--- src/rtl/control_sequencer.sv ---
// Hardwired fetch/execute control sequencer for the 32-bit bus datapath.
// Optional macro CTRL_ILLEGAL_TRAP_EN: illegal opcodes halt instead of acting as NOP.
module control_sequencer (
   input  logic        clock,
   input  logic        clear,
   input  logic [31:0] ir,
   input  logic        stop,
   output logic        PCout,
   output logic        PCin,
   output logic        IncPC,
   output logic        MARin,
   output logic        MDRin,
   output logic        MDRout,
   output logic        Read,
   output logic        IRin,
   output logic        Yin,
   output logic        Zin,
   output logic        Zlowout,
   output logic        Cout,
   output logic        Gra,
   output logic        Grb,
   output logic        Grc,
   output logic        Rin,
   output logic        Rout,
   output logic        BAout,
   output logic [3:0]  alu_op,
   output logic        run,
   output logic        illegal
);

   typedef enum logic [3:0] {
      S_RESET, S_T0, S_T1, S_T2, S_T3, S_T4, S_T5, S_T6, S_T7, S_HALT
   } state_t;

   localparam logic [4:0] OP_LD   = 5'b00000;
   localparam logic [4:0] OP_ADD  = 5'b00011;
   localparam logic [4:0] OP_SUB  = 5'b00100;
   localparam logic [4:0] OP_AND  = 5'b00101;
   localparam logic [4:0] OP_OR   = 5'b00110;
   localparam logic [4:0] OP_ADDI = 5'b01100;
   localparam logic [4:0] OP_NOP  = 5'b11010;
   localparam logic [4:0] OP_HALT = 5'b11011;

   state_t     state, state_nxt;
   logic [4:0] opcode;
   logic       is_alu, is_addi, is_ld, is_halt, is_legal;
   logic [3:0] alu_sel;
   logic       stop_pend, halt_req;
   logic       ir_unused;

   // Register fields are consumed by the datapath's select logic, not here.
   assign ir_unused = ^ir[26:0];
   assign opcode    = ir[31:27];

   always_comb begin
      is_alu   = 1'b0;
      is_addi  = 1'b0;
      is_ld    = 1'b0;
      is_halt  = 1'b0;
      is_legal = 1'b1;
      alu_sel  = 4'd0;
      case (opcode)
         OP_ADD:  begin is_alu = 1'b1; alu_sel = 4'd0; end
         OP_SUB:  begin is_alu = 1'b1; alu_sel = 4'd1; end
         OP_AND:  begin is_alu = 1'b1; alu_sel = 4'd2; end
         OP_OR:   begin is_alu = 1'b1; alu_sel = 4'd3; end
         OP_ADDI: is_addi = 1'b1;
         OP_LD:   is_ld   = 1'b1;
         OP_HALT: is_halt = 1'b1;
         OP_NOP:  ;
         default: is_legal = 1'b0;
      endcase
   end

   // A stop seen in any execute state is held until the instruction boundary.
   assign halt_req = stop | stop_pend;

   always_ff @(posedge clock or negedge clear) begin
      if (!clear) begin
         state     <= S_RESET;
         stop_pend <= 1'b0;
         illegal   <= 1'b0;
      end else begin
         state <= state_nxt;
         if (state == S_T0)
            stop_pend <= 1'b0;
         else if (stop && (state inside {S_T3, S_T4, S_T5, S_T6, S_T7}))
            stop_pend <= 1'b1;
         if (state == S_T3 && !is_legal)
            illegal <= 1'b1;
      end
   end

   always_comb begin
      state_nxt = state;
      case (state)
         S_RESET: state_nxt = S_T0;
         S_T0:    state_nxt = S_T1;
         S_T1:    state_nxt = S_T2;
         S_T2:    state_nxt = S_T3;
         S_T3: begin
            if (is_halt)
               state_nxt = S_HALT;
            else if (is_alu || is_addi || is_ld)
               state_nxt = S_T4;
`ifdef CTRL_ILLEGAL_TRAP_EN
            else if (!is_legal)
               state_nxt = S_HALT;
`endif
            else
               state_nxt = halt_req ? S_HALT : S_T0;
         end
         S_T4:    state_nxt = S_T5;
         S_T5:    state_nxt = is_ld ? S_T6 : (halt_req ? S_HALT : S_T0);
         S_T6:    state_nxt = S_T7;
         S_T7:    state_nxt = halt_req ? S_HALT : S_T0;
         S_HALT:  state_nxt = S_HALT;
         default: state_nxt = S_RESET;
      endcase
   end

   always_comb begin
      PCout = 1'b0; PCin = 1'b0; IncPC = 1'b0; MARin = 1'b0; MDRin = 1'b0;
      MDRout = 1'b0; Read = 1'b0; IRin = 1'b0; Yin = 1'b0; Zin = 1'b0;
      Zlowout = 1'b0; Cout = 1'b0; Gra = 1'b0; Grb = 1'b0; Grc = 1'b0;
      Rin = 1'b0; Rout = 1'b0; BAout = 1'b0; alu_op = 4'd0;
      run = (state != S_RESET) && (state != S_HALT);
      case (state)
         S_T0: begin PCout = 1'b1; MARin = 1'b1; IncPC = 1'b1; Zin = 1'b1; end
         S_T1: begin Zlowout = 1'b1; PCin = 1'b1; Read = 1'b1; MDRin = 1'b1; end
         S_T2: begin MDRout = 1'b1; IRin = 1'b1; end
         S_T3: begin
            if (is_alu || is_addi) begin Grb = 1'b1; Rout = 1'b1; Yin = 1'b1; end
            else if (is_ld) begin Grb = 1'b1; BAout = 1'b1; Yin = 1'b1; end
         end
         S_T4: begin
            if (is_alu) begin Grc = 1'b1; Rout = 1'b1; Zin = 1'b1; alu_op = alu_sel; end
            else if (is_addi || is_ld) begin Cout = 1'b1; Zin = 1'b1; end
         end
         S_T5: begin
            if (is_ld) begin Zlowout = 1'b1; MARin = 1'b1; end
            else if (is_alu || is_addi) begin Zlowout = 1'b1; Gra = 1'b1; Rin = 1'b1; end
         end
         S_T6: if (is_ld) begin Read = 1'b1; MDRin = 1'b1; end
         S_T7: if (is_ld) begin MDRout = 1'b1; Gra = 1'b1; Rin = 1'b1; end
         default: ;
      endcase
   end

endmodule

--- config.mk ---
export PLATFORM = sky130hd
export DESIGN_NAME = control_sequencer
export DESIGN_NICKNAME = d
export VERILOG_FILES = /design/src/rtl/control_sequencer.sv
export SDC_FILE = /design/constraint.sdc
export NUM_CORES = 1
export LEC_CHECK = 0
export BUFFER_PORTS_ARGS = -buffer_cell sky130_fd_sc_hd__buf_2
export CAP_MARGIN = 10
export CORE_MARGIN = 4
export CORE_UTILIZATION = 38
export CTS_BUF_LIST = sky130_fd_sc_hd__clkbuf_16
export DETAILED_ROUTE_END_ITERATION = 16
export PLACE_DENSITY = 0.79
export SLEW_MARGIN = 40
export SYNTH_ARGS = -nofsm -noshare
export SYNTH_HDL_FRONTEND = slang
export SYNTH_SLANG_ARGS = --single-unit
export TNS_END_PERCENT = 5
--- constraint.sdc ---
create_clock -name clock -period 2.3 [get_ports clock]
set_input_delay 0.345 -clock clock [delete_from_list [all_inputs] [get_ports clock]]
set_output_delay 0.345 -clock clock [all_outputs]
set_load 0.02 [all_outputs]
==> flow_summary_export.csv, run 1 <==
group,metric,value,unit
run_status,outcome,"finished clean",
layout,fillers,185,
grt,track_usage,13.0,%
drt,ant_nets,0,
logic_synthesis,synthTopCellsByCount,"nor2_1 (9), nand2_1 (7), buf_4 (6), dfrtp_1 (6), nor3_1 (5)",
layout,drive_gt1_share,41.5,%
power,p_leak,0.423,nW
setup_path,cp.required,1.96,ns
layout,antenna_cells,0,
drt,routed_wl,1600,microns
timing,fin_crit,2.14,ns
timing,setup_tns,0,ns
drt,vias,733,
run,drv_cap,0,
drt,drcViolationCount,0,
logic_synthesis,synth_cell_type_count,41,
setup_path,crit_type,"register to output pin",
timing,setup_viol,0,
setup_path,end_kind,"output pin",
grt,grt_pass1_wl,2690,microns
drt,drt_pass1_iterations,4,
logic_synthesis,synth_top_flop_cell,"dfrtp_1",
logic_synthesis,synthCells,91,
setup_path,crit_fanout,4,
timing,layout_worst_path_cycle_share,93.2,%
floorplanning,coreArea,1750,sq um
drt,wl_per_cell,11.2,microns
grt,grt_max_degree,19,
clock_tree,path_clk_slew,0.03,ns
logic_synthesis,ys_warn_count,0,
floorplanning,die_x,51.1,microns
setup_path,cp-start-kind,"register",
clock_tree,cts_buffers,3,
logic_synthesis,syn_area_per_cell,7.75,sq um
setup_path,worst_ep_arrival_time,1.80,ns
floorplanning,ioPinCount,59,
clock_tree,clkSinkCount,6,
logic_synthesis,yosysSeqAreaShare,21.3,%
logic_synthesis,synth_most_common_cell,"nor2_1",
power,irDropWorstVdd,0.000859,V
logic_synthesis,synthArstFlopShare,100,%
drt,viasPerCell,5.13,
placed_design,gp_congestion,0.785,
drt,drt_iter0_drc,6,
logic_synthesis,syn_area,706,sq um
placed_design,hpwl,1290,microns
floorplanning,dieArea,2610,sq um
floorplanning,initial_core_util,40.4,%
clock_tree,insertion_delay,0.22,ns
placed_design,io_buffer_count,29,
grt,antenna_found_initial,0,
placed_design,pre_cts_ws,0.345,ns
timing,slew_viol_final,0,
logic_synthesis,ys_seq_elements,6,
clock_tree,cts_tree,"built",
grt,grt_pass1_vias,655,
clock_tree,cts_max_path_buffers,2,
floorplanning,rows,15,
logic_synthesis,netlist.area_leader.share,21.3,%
clock_tree,root_buffer,"clkbuf_16",
layout,finish.utilization,53.3,%
floorplanning,fp.dieH,51.1,microns
clock_tree,cts_resized,0,
power,power.density,1290,nW/um^2
timing,rsz0062_at_grt,"no",
layout,layout.nets,155,
timing,hold_slack,0.463,ns
clock_tree,htree_levels,1,
timing,fin_ws,0.156,ns
min_path,hold_path.class,"register to register",
layout,instances_no_fill,143,
logic_synthesis,synth_edf_count,0,
timing,hold_violations,0,
min_path,hold_path_startpoint,"illegal",
timing,fmax,466,MHz
grt,grt.overflow.total,0,
placed_design,place_inst,139,
layout,syn_to_final_growth,31.7,%
logic_synthesis,synth_area_leaders,"dfrtp_1 (21%), buf_4 (6.4%), nor2_1 (4.8%)",
logic_synthesis,synth_top_area_cell,"dfrtp_1",
setup_path,r2r-start,"state[2]",
timing,fin_skew,0.0000980,ns
setup_path,worstSetupStartpoint,"state[1]",
[area by class of cell]
cell class              instances  area, sq um  area share [%]
clock buffers                   3         75.1            8.08
inverters                       3         11.3            1.21
repair buffers                 34          185            19.9
multi-input cells              72          477            51.3
well taps                      25         31.3            3.36
flip-flops and latches          6          150            16.2
[cell usage in the layout, fill, tap and decap left out, types with 3 or more instances in the layout]
master,instances
buf_2,29
nor2_1,9
nand2_1,7
dfrtp_1,6
nor3_1,5
nor2b_1,4
o21ai_0,4
a21oi_1,4
buf_4,4
xnor2_1,3
inv_1,3
a211oi_1,3
clkbuf_16,3
[through the flow]
stage,instance area [sq um],power [mW]
2_1_floorplan,709,0.761
3_3_place_gp,845,0.921
3_5_place_dp,845,0.933
4_1_cts,930,1.21
5_1_grt,930,1.30
6_report,930,1.20
[flip-flops by register name, indices dropped and copies added, names as in the netlist]
name	count
state	4
illegal	1
stop_pend	1
[critical path, stage by stage (launching register included)]
cell	delay [ns]
dfrtp_1	0.37
nand2b_1	0.20
or3_4	0.41
or3_4	0.35
nor2_2	0.10
buf_2	0.16
[logic make-up after synthesis]
group | count (synthesis) | synth area share [%]
AND/OR/NAND/NOR | 41 | 34.8
AO/OA/AOI/OAI | 25 | 26.6
buffers and inverters | 14 | 11.7
flip-flops | 6 | 21.3
XOR/XNOR | 3 | 3.72
adder cells (fa/ha/maj) | 1 | 1.42
other | 1 | 0.531
[repair_timing]
item                                   4_1_cts  5_1_grt
setup buffers                                0        0
endpoints found under the hold margin        6        0
hold buffers                                 1        0
[power breakdown]
part	total, mW	switching [mW]	internal [mW]
sequential	0.200	0.0421	0.158
combinational	0.731	0.452	0.279
clock	0.273	0.0502	0.222
total	1.20	0.544	0.660
[worst paths after layout]
check	to	slack, ns	cells after the start
setup / recovery	alu_op[1]	0.16	5
hold / removal	illegal	0.46	1
setup reg to reg	state[2]	0.93	4
hold reg to reg	illegal	0.46	1
max in group asynchronous	illegal	1.70	2
min in group asynchronous	state[1]	0.47	2
[per-layer routing]
layer,global-route usage [%],vias to the layer above,part of all wire (%)
met1,15.2,340,44
met5,0,-,0
met2,22.1,19,50
li1,-,374,-
met4,7.62,0,0
met3,2.33,0,6.1
(Power assumes the default switching activity.)
==> run 2: changes to the inputs <==
--- a/config.mk
+++ b/config.mk
@@ -5,13 +5,14 @@
 export SDC_FILE = /design/constraint.sdc
 export NUM_CORES = 1
 export LEC_CHECK = 0
+export ABC_AREA = 1
 export BUFFER_PORTS_ARGS = -buffer_cell sky130_fd_sc_hd__buf_2
 export CAP_MARGIN = 10
 export CORE_MARGIN = 4
-export CORE_UTILIZATION = 38
+export CORE_UTILIZATION = 28
 export CTS_BUF_LIST = sky130_fd_sc_hd__clkbuf_16
 export DETAILED_ROUTE_END_ITERATION = 16
-export PLACE_DENSITY = 0.79
+export RECOVER_POWER = 100
 export SLEW_MARGIN = 40
 export SYNTH_ARGS = -nofsm -noshare
 export SYNTH_HDL_FRONTEND = slang
==> run 2 against run 1 <==
Effect of this change: area after synthesis decreased by 4.3%; power decreased by 11%; non-clock buffer count decreased by 4; fmax increased by 8.4%; first-iteration DRC count increased by 83%; register-to-register slack improved by 0.10 ns; hold slack improved by 0.037 ns; global-route usage decreased by 3.6 points.
==> flow_summary_export.csv, run 2 <==
group,metric,value,unit
run_status,outcome,"finished clean",
drt,wl_per_cell,9.82,microns
drt,drcViolationCount,0,
min_path,hold_path.class,"register to register",
setup_path,rr_worst_depth,7,
logic_synthesis,ys_seq_elements,6,
timing,fmax,506,MHz
setup_path,slowest_delay,0.40,ns
setup_path,end_kind,"output pin",
grt,gr-max-usage-layer,"met2",
setup_path,worstPathCellList,"inv_1 -> nand2_1 -> nor3_1 -> nand2_1 -> nand2_1 -> clkbuf_1",
grt,antenna_found_initial,0,
min_path,whs_path_depth,1,
timing,fin_ws,0.323,ns
logic_synthesis,synth_top_area_cell,"dfrtp_1",
floorplanning,rows,17,
logic_synthesis,ys_warn_count,0,
drt,routed_wl,1560,microns
layout,syn_to_final_growth,25.6,%
power,total_power,1.07,mW
clock_tree,insertion_delay,0.22,ns
power,p_leak,0.440,nW
floorplanning,fp.dieH,57.1,microns
grt,grtUsageMet1,12.0,%
logic_synthesis,synthArstFlopShare,100,%
grt,grt_max_degree,7,
clock_tree,path_clk_slew,0.03,ns
timing,hold_violations,0,
layout,final_cell_mix,"nand2_1 (24), clkbuf_1 (19), inv_1 (13)",
setup_path,path_depth,6,
clock_tree,cts_tree,"built",
drt,viasPerCell,4.23,
layout,antenna_cells,0,
layout,top_register,"state",
floorplanning,dieArea,3260,sq um
logic_synthesis,syn_area,676,sq um
layout,reg_top3,"state x4, illegal x1, stop_pend x1",
power,irDropWorstVdd,0.000569,V
timing,slew_viol_final,0,
floorplanning,ioPinCount,59,
timing,setup_viol,0,
clock_tree,ctsHoldBuffers,1,
setup_path,cp.required,1.96,ns
layout,layout.nets,168,
setup_path,crit_type,"register to output pin",
logic_synthesis,yosysSeqAreaShare,22.2,%
run,drv_cap,0,
logic_synthesis,synth_most_common_cell,"nand2_1",
grt,grt_pass1_wl,2470,microns
setup_path,worst_ep_arrival_time,1.63,ns
setup_path,path_buf_inv,2,
floorplanning,die_x,57.1,microns
timing,rsz0062_at_grt,"no",
clock_tree,cts_max_path_buffers,2,
drt,ant_nets,0,
logic_synthesis,synth_cell_type_count,22,
grt,track_usage,9.48,%
logic_synthesis,syn_area_per_cell,6.56,sq um
layout,layout_commonest_cell,"nand2_1",
logic_synthesis,synth_area_leaders,"dfrtp_1 (22%), nand2_1 (13%), nor2_4 (10%)",
drt,vias,672,
timing,setup_tns,0,ns
grt,gr-usage-met2,15.2,%
floorplanning,coreArea,2250,sq um
setup_path,cpLargestDelayFamily,"simple AND/OR/NAND/NOR gates",
clock_tree,cts_setup_buffers,0,
placed_design,io_buffer_count,29,
logic_synthesis,netlist.area_leader.share,22.2,%
timing,fin_skew,0.00133,ns
grt,met3_usage,3.17,%
clock_tree,root_buffer,"clkbuf_16",
timing,layout_worst_path_cycle_share,86.0,%
clock_tree,clkSinkCount,6,
logic_synthesis,synth_edf_count,0,
layout,fillers,283,
setup_path,cp-start-kind,"register",
setup_path,crit_fanout,4,
clock_tree,cts_resized,0,
clock_tree,htree_levels,1,
grt,grt.overflow.total,0,
logic_synthesis,synth_top_flop_cell,"dfrtp_1",
layout,largest_reg_flops,4,
drt,drt_iter0_drc,11,
placed_design,gp_congestion,0.876,
drt,drt_pass1_iterations,4,
timing,fin_crit,1.98,ns
placed_design,pre_cts_ws,0.663,ns
layout,drive_gt1_share,28.2,%
logic_synthesis,synthTopCellsByCount,"nand2_1 (24), inv_1 (11), inv_2 (10), nor2_1 (7)",
floorplanning,initial_core_util,30.0,%
setup_path,crit_path_top_delay_cell,"dfrtp_1",
logic_synthesis,synthCells,103,
setup_path,critPathMostFrequentCell,"nand2_1",
placed_design,hpwl,1330,microns
clock_tree,cts_buffers,3,
power,power.density,1260,nW/um^2
grt,grt_pass1_vias,586,
run 2: metrics by stage:
| step | std cells | area [sq um] | util, % | hold slack (ns) |
|---|---|---|---|---|
| after global placement | 155 | 815 | 36.1 | 0.169 |
| after global routing | 159 | 848 | 37.6 | 0.534 |
| after floorplan | 104 | 679 | - | 0.0494 |
| after detailed placement | 155 | 815 | 36.1 | 0.169 |
| final | 159 | 848 | 37.6 | 0.499 |
| after CTS | 159 | 900 | 39.9 | 0.469 |
run 2: layout make-up:
cell class / instances / area, sq um / area share (%)
multi-input cells: 71 / 378 / 44.5
well taps: 28 / 35.0 / 4.13
repair buffers: 30 / 131 / 15.5
clock buffers: 3 / 75.1 / 8.85
flip-flops and latches: 6 / 150 / 17.7
inverters: 21 / 78.8 / 9.29
run 2: cell families (layout without fill, tap and decap cells):
group / count (synthesis) / after routing / synth area share (%)
buffers and inverters: 27 / 54 / 18.3
DFF: 6 / 6 / 22.2
AOI/OAI and AO/OA: 7 / 7 / 6.30
other: 1 / 2 / 0.555
and+or+nand+nor: 62 / 62 / 52.6
run 2: final timing paths:
check,start,end,slack (ns)
max reg2reg,state[1],state[3],1.03
min,illegal,illegal,0.50
max in group asynchronous,clear,state[2],1.55
min reg2reg,illegal,illegal,0.50
max,state[1],Gra,0.32
min in group asynchronous,clear,state[0],0.52
run 2: report_power, final:
| part | internal, mW | switching [mW] |
|---|---|---|
| sequential | 0.155 | 0.0443 |
| combinational | 0.167 | 0.428 |
| clock | 0.222 | 0.0511 |
| total | 0.544 | 0.523 |
run 2: layer usage:
layer | vias up | routed length [microns]
met4 | 0 | 0
met1 | 285 | 731
met5 | - | 0
li1 | 366 | -
met2 | 21 | 687
met3 | 0 | 143
==> run 3: changes to the inputs <==
--- a/config.mk
+++ b/config.mk
@@ -11,8 +11,10 @@
 export CORE_MARGIN = 4
 export CORE_UTILIZATION = 28
 export CTS_BUF_LIST = sky130_fd_sc_hd__clkbuf_16
+export CTS_CLUSTER_SIZE = 30
 export DETAILED_ROUTE_END_ITERATION = 16
 export RECOVER_POWER = 100
+export REMOVE_ABC_BUFFERS = 1
 export SLEW_MARGIN = 40
 export SYNTH_ARGS = -nofsm -noshare
 export SYNTH_HDL_FRONTEND = slang
==> run 3 against run 2 <==
Effect of this change: combinational power is 2% higher; register-to-register slack about the same; utilization rose by 0.28 points; fmax grew 1.1%; die area is the same; highest routed layer unchanged; critical endpoint is now Rin; power increased by 0.75%; via count did not move; sequential cell count stayed put; largest power group unchanged.
==> flow_summary_export.csv, run 3 (synthesis gave the netlist of run 2 again) <==
group,metric,value,unit
timing,hold_violations,0,
drt,vias,672,
power,total_power,1.08,mW
clock_tree,clkSinkCount,6,
layout,layout.nets,168,
layout,reg_top3,"state x4, illegal x1, stop_pend x1",
floorplanning,die_x,57.1,microns
grt,antenna_found_initial,0,
setup_path,rr_worst_depth,5,
placed_design,hpwl,1400,microns
run,drv_cap,0,
timing,slew_viol_final,0,
clock_tree,cts_resized,0,
drt,wl_per_cell,10.5,microns
setup_path,worstSetupStartpoint,"state[1]",
drt,drt_pass1_iterations,4,
clock_tree,cts_buffers,3,
timing,rsz0062_at_grt,"no",
clock_tree,cts_tree,"built",
layout,final_cell_mix,"nand2_1 (24), clkbuf_1 (20), inv_1 (13)",
layout,layout_commonest_cell,"nand2_1",
setup_path,crit_type,"register to output pin",
grt,grt_pass1_wl,2840,microns
layout,antenna_cells,0,
clock_tree,root_buffer,"clkbuf_16",
layout,largest_reg_flops,4,
setup_path,crit_fanout,4,
layout,drive_gt1_share,28.2,%
power,power.density,1260,nW/um^2
drt,drcViolationCount,0,
layout,seq_area,150,sq um
setup_path,end_kind,"output pin",
clock_tree,insertion_delay,0.22,ns
setup_path,cp.required,1.96,ns
setup_path,r2r-end,"illegal",
setup_path,cpLargestDelayFamily,"simple AND/OR/NAND/NOR gates",
clock_tree,path_clk_slew,0.03,ns
setup_path,cp-start-kind,"register",
drt,viasPerCell,4.23,
floorplanning,initial_core_util,30.0,%
floorplanning,fp.dieH,57.1,microns
timing,setup_viol,0,
grt,grt_pass1_vias,644,
placed_design,gp_congestion,0.844,
timing,fin_skew,0.000344,ns
min_path,whs_path_depth,1,
run_status,outcome,"finished clean",
min_path,hold_path.class,"register to register",
power,irDropWorstVdd,0.000671,V
timing,fin_crit,1.96,ns
layout,syn_to_final_growth,26.5,%
layout,fillers,275,
setup_path,worst_ep_arrival_time,1.61,ns
floorplanning,coreArea,2250,sq um
clock_tree,htree_levels,1,
grt,grt.overflow.total,0,
timing,fmax,511,MHz
drt,routed_wl,1670,microns
setup_path,ff2ff_setup_slack,1.03,ns
grt,track_usage,11.2,%
floorplanning,rows,17,
floorplanning,ioPinCount,59,
setup_path,crit_path_top_delay_cell,"dfrtp_1",
timing,layout_worst_path_cycle_share,85.0,%
clock_tree,cts_max_path_buffers,2,
floorplanning,dieArea,3260,sq um
layout,multi_input_area,385,sq um
layout,top_register,"state",
setup_path,worstPathCellList,"inv_1 -> nand2_1 -> nor3_1 -> nand2_1 -> nand2_1 -> clkbuf_1",
drt,ant_nets,0,
min_path,hold_path_startpoint,"illegal",
min_path,min_to,"illegal",
drt,drt_iter0_drc,10,
placed_design,io_buffer_count,29,
setup_path,r2r-start,"state[3]",
setup_path,critPathMostFrequentCell,"nand2_1",
grt,grt_max_degree,7,
setup_path,path_buf_inv,2,
setup_path,slowest_delay,0.40,ns
timing,setup_tns,0,ns
power,p_leak,0.435,nW
run 3: cell types whose count changed in the layout (fill, tap and decap cells not counted):
cell	before	now
clkbuf_1	19	20
buf_2	10	9
nor2_4	3	4
nor2_1	10	9
run 3: worst max path at each step:
stage | endpoint | slack, ns | depth (start not counted)
2_1_floorplan | MDRin | 0.49 | 5
3_3_place_gp | Yin | 0.67 | 9
3_5_place_dp | Grb | 0.65 | 9
4_1_cts | alu_op[1] | 0.48 | 6
5_1_grt | Rin | 0.19 | 6
6_report | Rin | 0.34 | 6
run 3: timing repair:
action / in CTS / in global routing
endpoints found under the hold margin: 6 / 0
hold buffers: 1 / 0
setup buffers: 0 / 0
run 3: stage by stage:
stage | hold slack, ns | worst slack [ns] | cells | area (sq um) | utilization, %
final | 0.463 | 0.344 | 159 | 855 | 37.9
after CTS | 0.466 | 0.482 | 159 | 900 | 39.9
after detailed placement | 0.168 | 0.649 | 155 | 815 | 36.1
after floorplan | 0.0494 | 0.494 | 98 | 634 | -
after global routing | 0.491 | 0.191 | 159 | 855 | 37.9
after global placement | 0.168 | 0.673 | 155 | 815 | 36.1
run 3: final cells by class:
| type | instances | area share [%] |
|---|---|---|
| flip-flops and latches | 6 | 17.6 |
| repair buffers | 30 | 15.2 |
| inverters | 21 | 9.22 |
| well taps | 28 | 4.10 |
| multi-input cells | 71 | 45.1 |
| clock buffers | 3 | 8.78 |
run 3: power breakdown:
group | internal [mW] | total [mW] | switching, mW
clock | 0.223 | 0.276 | 0.0532
sequential | 0.155 | 0.196 | 0.0416
combinational | 0.170 | 0.604 | 0.434
run 3: routing by layer:
metal | global-route usage (%) | up-vias | routed length [microns]
met4 | 5.96 | 0 | 0
met2 | 18.8 | 20 | 823
met3 | 3.62 | 0 | 155
met1 | 12.5 | 281 | 686
met5 | 0 | - | 0
li1 | - | 371 | -
